$ cat config.mk
export PLATFORM = sky130hd
export DESIGN_NAME = psum_row_accum
export DESIGN_NICKNAME = d
export VERILOG_FILES = /design/src/rtl/psum_row_accum.sv
export SDC_FILE = /design/constraint.sdc
export NUM_CORES = 1
export LEC_CHECK = 0
export ABC_AREA = 1
export CAP_MARGIN = 30
export CORE_MARGIN = 10
export CORE_UTILIZATION = 40
export CTS_BUF_LIST = sky130_fd_sc_hd__clkbuf_8
export CTS_CLUSTER_DIAMETER = 200
export CTS_CLUSTER_SIZE = 30
export DETAILED_ROUTE_END_ITERATION = 8
export PLACE_DENSITY = 0.66
export SLEW_MARGIN = 40
export SYNTH_ARGS = -nofsm -noshare
export SYNTH_HDL_FRONTEND = slang
export SYNTH_SLANG_ARGS = --single-unit
$ cat constraint.sdc
create_clock -name clk -period 5 [get_ports clk]
set_clock_uncertainty 0.05 [all_clocks]
set_input_delay 1 -clock clk [delete_from_list [all_inputs] [get_ports clk]]
set_output_delay 1 -clock clk [all_outputs]
set_load 0.02 [all_outputs]
$ cat src/rtl/psum_row_accum.sv
// Sums NUM_ROWS PE partial sums per output pixel, requantizes with round-half-up and
// saturation, and queues results in a 2-entry FIFO. Define PSUM_ROW_ACCUM_RELU_EN to clamp negative sums.
module psum_row_accum #(
  parameter int NUM_ROWS   = 3,
  parameter int PSUM_WIDTH = 32,
  parameter int FRAC_BITS  = 8,
  parameter int OUT_WIDTH  = 16
) (
  input  logic                         clk,
  input  logic                         rst,
  input  logic                         clear,
  input  logic                         pe_done,
  input  logic signed [PSUM_WIDTH-1:0] pe_psum,
  output logic                         in_ready,
  output logic [$clog2(NUM_ROWS)-1:0]  row_idx,
  output logic                         out_valid,
  input  logic                         out_ready,
  output logic signed [OUT_WIDTH-1:0]  out_data,
  output logic                         overflow
);
  localparam int IDX_W = $clog2(NUM_ROWS);
  localparam int ACC_W = PSUM_WIDTH + IDX_W;
  localparam int RND_W = ACC_W + 1;
  localparam logic signed [RND_W-1:0] SAT_MAX = {{(RND_W-OUT_WIDTH+1){1'b0}}, {(OUT_WIDTH-1){1'b1}}};
  localparam logic signed [RND_W-1:0] SAT_MIN = {{(RND_W-OUT_WIDTH+1){1'b1}}, {(OUT_WIDTH-1){1'b0}}};

  logic                        pe_done_q;
  logic signed [ACC_W-1:0]     acc_q, acc_d;
  logic [IDX_W-1:0]            row_idx_q, row_idx_d;
  logic [1:0]                  count_q, count_d;
  logic                        wr_ptr_q, wr_ptr_d, rd_ptr_q, rd_ptr_d;
  logic                        overflow_q, overflow_d;
  logic signed [OUT_WIDTH-1:0] mem_q [2];

  logic                        psum_event, is_final, push, pop;
  logic signed [ACC_W-1:0]     psum_ext, final_sum, relu_sum;
  logic signed [RND_W-1:0]     rnd_sum, shifted;
  logic signed [OUT_WIDTH-1:0] quant;

  assign psum_event = pe_done & ~pe_done_q;
  assign is_final   = (row_idx_q == IDX_W'(NUM_ROWS - 1));
  assign out_valid  = (count_q != 2'd0);
  assign in_ready   = (count_q != 2'd2) | out_ready;
  assign push       = psum_event & is_final & in_ready;
  assign pop        = out_valid & out_ready;
  assign out_data   = mem_q[rd_ptr_q];
  assign row_idx    = row_idx_q;
  assign overflow   = overflow_q;

  // Accumulator carries IDX_W guard bits so NUM_ROWS psums can never wrap.
  assign psum_ext  = {{IDX_W{pe_psum[PSUM_WIDTH-1]}}, pe_psum};
  assign final_sum = acc_q + psum_ext;
`ifdef PSUM_ROW_ACCUM_RELU_EN
  assign relu_sum  = final_sum[ACC_W-1] ? '0 : final_sum;
`else
  assign relu_sum  = final_sum;
`endif
  assign rnd_sum   = {relu_sum[ACC_W-1], relu_sum} + (RND_W'(1) << (FRAC_BITS - 1));
  assign shifted   = rnd_sum >>> FRAC_BITS;

  always_comb begin
    quant = shifted[OUT_WIDTH-1:0];
    if (shifted > SAT_MAX)      quant = SAT_MAX[OUT_WIDTH-1:0];
    else if (shifted < SAT_MIN) quant = SAT_MIN[OUT_WIDTH-1:0];
  end

  always_comb begin
    acc_d      = acc_q;
    row_idx_d  = row_idx_q;
    count_d    = count_q;
    wr_ptr_d   = wr_ptr_q;
    rd_ptr_d   = rd_ptr_q;
    overflow_d = overflow_q;
    if (clear) begin
      acc_d      = '0;
      row_idx_d  = '0;
      count_d    = 2'd0;
      wr_ptr_d   = 1'b0;
      rd_ptr_d   = 1'b0;
      overflow_d = 1'b0;
    end else begin
      if (psum_event) begin
        if (is_final) begin
          acc_d     = '0;
          row_idx_d = '0;
          if (!in_ready) overflow_d = 1'b1;
        end else begin
          acc_d     = final_sum;
          row_idx_d = row_idx_q + IDX_W'(1);
        end
      end
      if (push) wr_ptr_d = ~wr_ptr_q;
      if (pop)  rd_ptr_d = ~rd_ptr_q;
      case ({push, pop})
        2'b10:   count_d = count_q + 2'd1;
        2'b01:   count_d = count_q - 2'd1;
        default: count_d = count_q;
      endcase
    end
  end

  always_ff @(posedge clk or posedge rst) begin
    if (rst) begin
      pe_done_q  <= 1'b0;
      acc_q      <= '0;
      row_idx_q  <= '0;
      count_q    <= 2'd0;
      wr_ptr_q   <= 1'b0;
      rd_ptr_q   <= 1'b0;
      overflow_q <= 1'b0;
      mem_q[0]   <= '0;
      mem_q[1]   <= '0;
    end else begin
      pe_done_q  <= pe_done;
      acc_q      <= acc_d;
      row_idx_q  <= row_idx_d;
      count_q    <= count_d;
      wr_ptr_q   <= wr_ptr_d;
      rd_ptr_q   <= rd_ptr_d;
      overflow_q <= overflow_d;
      // A push onto a full FIFO only happens alongside a pop, so the slot it overwrites is the departing head.
      if (push && !clear) mem_q[wr_ptr_q] <= quant;
    end
  end
endmodule

# Word level (Yosys, flattened, before mapping)
# Index checks and enable logic that the tools add are counted.
[totals]
input_bits = 37
word_cells = 68
reg_bits = 74
out_inout_bits = 21
[op_classes]
n_reduce_logical = 10
order_cmp = 5
n_eq_ne = 5
bitwise = 10
add_sub_neg = 5
muxes = 24
[ops]
columns = ["operator", "count"]
rows = [
  ["$mux 34", 3],
  ["$mux 16", 6],
  ["$add 34x9->35 const B", 1],
  ["$add 34x32->34", 1],
  ["$bwmux 32", 1],
  ["$gt 27x16->1 const B", 1],
  ["$lt 27x16->1 const B", 1],
  ["$demux 16 s1", 1],
  ["$reduce_bool 2->1", 5],
  ["$mux 1", 8],
  ["$mux 2", 4],
  ["$add 2x1->2 const B", 2],
  ["$and 1x1->1", 4],
  ["$eq 2x2->1 const B", 2],
  ["$ge 2x2->1 const B", 2],
  ["$ne 2x2->1 const B", 2],
  ["$not 1->2", 2],
  ["$pmux 2 s2", 1],
  ["$not 1->1", 3],
  ["$reduce_and 3->1", 1],
  ["$reduce_bool 3->1", 1],
  ["$eq 2x1->1 const B", 1],
  ["$logic_and 1x1->1", 2],
  ["$lt 2x1->1 const B", 1],
  ["3 further kinds", 3],
]

# Logic depth before layout (Yosys ltp)
# Gate-level depths: netlist of the first run.
[depth]
ltp_word = 7
mapped_depth = 29
depth_no_buf = 28

# Worst setup path after synthesis of the first run
# No wires, ideal clock.
[synth_path]
path_type = "input to register"
startpoint = "input port pe_psum[0]"
endpoint = "register mem_q[25] in the netlist's numbering"
required_ns = 4.833
setup_ns = 0.117
n_path_buf = 1
setup_slack_ns = 1.108
arrival_ns = 3.725
path_stages = 27
cell_sequence = "ha_1 > inv_1 > fa_1 > inv_1 > nand2_1 > nand2_1 > nand3_1 > nand2_1 > nand2_1 > nand2_2 > ha_1 > inv_1 > nor2_2 > nand3_2 > nor2_4 > nand2_2 > nor2_4 > nand3_1 > xor2_1 > nand2_1 > nor2_1 > nand2_1 > nand2_4 > buf_8 > nand2_2 > nand2_1 > nand2_1"
[synth_via]
elab_chain_len = 6
elab_cells_between_ends = 7
classes_between = "add/sub (2); order compare (2); mux (3)"
[synth_rtl]
columns = ["element", "line_no", "source"]
rows = [
  ["start: declaration", "13", "input logic signed [PSUM_WIDTH-1:0] pe_psum,"],
  ["$add 34x32->34 *", "52", "assign final_sum = acc_q + psum_ext;"],
  ["$add 34x9->35 *", "58", "assign rnd_sum = {relu_sum[ACC_W-1], relu_sum} + (RND_W'(1) << (FRAC_BITS - 1));"],
  ["$lt 27x16->1", "64", "else if (shifted < SAT_MIN) quant = SAT_MIN[OUT_WIDTH-1:0];"],
  ["$mux 16", "64", ""],
  ["$mux 16 *", "63", "if (shifted > SAT_MAX) quant = SAT_MAX[OUT_WIDTH-1:0];"],
  ["$bwmux 32 *", "122", "if (push && !clear) mem_q[wr_ptr_q] <= quant;"],
  ["end signal: indexed assignment", "122", ""],
  ["end: declaration", "33", "logic signed [OUT_WIDTH-1:0] mem_q [2];"],
]
# Every way passes the cells marked *; elsewhere a longest branch is shown, timed or not.
# A chain may end at the register's enable or synchronous reset.

# Worst setup path after layout of the first run
[layout_path]
startpoint = "input port pe_psum[0]"
endpoint = "register mem_q[28] in the netlist's numbering"
# The elaborated chain is that of the path after synthesis.

==> results of run 1 <==
[per-layer routing]
metal	vias up	track usage	part of all wire
li1	3901	-	-
met1	3462	0.241	0.47
met2	245	0.302	0.45
met3	43	0.0268	0.053
met4	0	0.0648	0.028
met5	-	0	0
[sequential cells by signal (all words and copies together) (netlist names)]
signal	cells
wr_ptr_q	1
count_q	2
rd_ptr_q	1
acc_q	34
overflow	1
pe_done_q	1
mem_q	32
row_idx	2
[placed cells by master, fill, tap and decap left out]
cell	instances
nand2_1	524
inv_1	175
nand3_1	99
nor2_1	85
dfrtp_1	74
clkdlybuf4s50_1	57
o21ai_0	44
nand2_2	34
ha_1	34
nand4_1	23
a21oi_1	20
nor2_2	17
xor2_1	15
clkbuf_8	9
buf_4	9
inv_2	8
nand3_2	8
and2_1	7
nor3_1	7
clkinv_1	5
nor2_4	5
a32o_1	3
and3_1	2
o31ai_1	2
nand2_4	2
a31oi_1	2
inv_6	2
clkinv_4	2
a21oi_2	1
or2_1	1
a21o_1	1
a211oi_1	1
xor2_2	1
o22ai_1	1
a21boi_0	1
fa_1	1
inv_8	1
clkinvlp_4	1
bufinv_16	1
[worst max path at each step]
stage                           from   endpoint  slack, ns  cells past startpoint
after global routing      pe_psum[0]  mem_q[28]       0.13                     29
after detailed placement  pe_psum[0]  mem_q[28]       0.21                     29
after floorplan           pe_psum[0]  mem_q[25]       1.11                     27
after global placement    pe_psum[0]  mem_q[28]       0.32                     29
final                     pe_psum[0]  mem_q[28]       0.55                     29
after CTS                 pe_psum[0]  mem_q[28]       0.58                     29
[through the flow]
stage | setup WS [ns] | power [mW]
4_1_cts | 0.580 | 2.11
3_5_place_dp | 0.209 | 1.59
2_1_floorplan | 1.11 | 1.31
6_report | 0.554 | 2.10
5_1_grt | 0.132 | 2.25
3_3_place_gp | 0.319 | 1.58
[worst max-delay path, delay by kind of cell]
family / cells / cell delay (ns)
and+or+nand+nor: 21 / 2.10
buffers and inverters: 5 / 0.78
adders and majority gates: 3 / 0.77
[cells by family (layout without fill, tap and decap cells)]
group	after synthesis	in the layout
AOI/OAI and AO/OA	76	76
adders and majority gates	35	35
buffers and inverters	207	270
and+or+nand+nor	814	814
xor gates and xnor gates	16	16
DFF	74	74
[power breakdown]
part,total [mW],internal (mW),leakage (nW),switching [mW]
registers,0.687,0.648,1.01,0.0396
clock network,0.520,0.239,0.102,0.281
logic,0.891,0.300,3.45,0.591
[cell type report]
cell class              count  area share
clock buffers               9      0.0151
clock inverters             7      0.0102
inverters                 188      0.0861
multi-input cells         941       0.550
flip-flops and latches     74       0.226
well taps                 225      0.0344
repair buffers             66      0.0779
==> impl_metrics.ini, run 1 <==
[critical_path]
endpoint_kind = flop
crit_path_frequent_cell = nand2_1
max_stage_delay_ns = 0.47
critPathKind = in2reg
r2r-start = acc_q[0]
r2r-end = mem_q[28]
rr_worst_depth = 28
crit_arrival_ns = 4.67
cp_max_fo = 15
crit_slowest_cell = clkdlybuf4s50_1
rrSetupSlack_ns = 1.27
crit_path_start_kind = input port
crit_required_ns = 5.22

[logic_synthesis]
synth.distinct_cells = 36
ys_ff_latch = 74
yosys.area_share.adder = 0.0621
ys_seq_area_frac = 0.258
synth-compound-area-share = 0.0580
synth_top_cell_area_share = 0.274
syn_nets = 1294
synth-warning-count = 0
synth_mux_area_frac = 0
yosysMostFrequentCell = nand2_1
synth_area_leader_cell = nand2_1
syn_avg_cell_area_um2 = 5.87
synthXorXnorAreaFrac = 0.0206
synthTopCellsByCount = nand2_1, inv_1, nand3_1, nor2_1, dfrtp_1
syn_inst = 1222
synthSimpleGateAreaFrac = 0.488
ys.flop_type = dfrtp_1
synth_edf_count = 0
synth_top_family_by_area = simple AND/OR/NAND/NOR gates
synth_area_um2 = 7170
synthTopCellsByArea = nand2_1, dfrtp_1, inv_1, nand3_1, ha_1
synth-async-reset-ratio = 1.00

[timing]
period_needed_ns = 4.45
whs_ns = 0.438
hold_viol_final = 0
setup_viol = 0
slew_headroom = 0.552
fmax_mhz = 225
min_period_over_period = 0.889
fin_setup_tns_ns = 0
rsz0062_at_grt = no
tightest_slew_ns = 0.671
slew_viol_final = 0

[floorplan]
initial_utilization = 0.412
die_w_um = 154
fp.dieH_um = 154
ios = 58
coreArea_um2 = 17400
row_count = 48
dieArea_um2 = 23700

[cells_and_area]
area_growth_pct = 14.3
final_cell_area_um2 = 8190
multi_input_area_um2 = 4510
finish.utilization = 0.470
stdcell_count = 1510
antennaDiodeCount = 0
nFillCells = 1873
drive_gt1_frac = 0.0786
nets = 1352
seq_area_um2 = 1850

[clock_network]
cts_buffers = 9
clockBufferDepth = 2
postCtsSetupRepairBufs = 0
ctsResizeCount = 0
insertion_delay_ns = 0.39
htree_levels = 3
clk_pin_slew_worst_paths_ns = 0.08
cts_tree = built
clock_sinks = 74
ctsHoldBuffers = 0
cts_root_buffer = clkbuf_8

[run]
cap_violations = 0

[global_route]
grt_max_degree = 45
grt_pass1_vias = 7137
overflow = 0
grt_pass1_wl_mm = 35.8
grt_antenna_before_repair = 0
groute.usage.overall = 0.184

[power]
p_per_area_nw_per_um2 = 256
peakVddDrop_mv = 0.128
p_leak_nw = 4.56

[placed_design]
place_hpwl_mm = 17.4
dp_cells = 1494
dpl-instance-area_um2 = 7990
place_congestion = 0.959
io_buffer_count = 57

[hold_path]
hold-path-endpoint = mem_q[9]
hold_path_depth = 2
hp-class = reg2reg
hp-start = mem_q[9]

[status]
outcome = complete, no violations

[detailed_routing]
firstDrtPassIters = 6
vias = 7651
ant_nets = 0
wire_per_inst_um = 14.5
wirelength_mm = 21.9
drt-initial-drc-count = 553
vias_per_cell = 5.07
route.detailed.drc = 0
(Power assumes the default switching activity.)
==> run 2, diff against run 1 <==
ABC_CLOCK_PERIOD_IN_PS = 5000   (was unset)
==> results of run 2 <==
The final DEF is identical to that of run 1; final timing and power are the same.
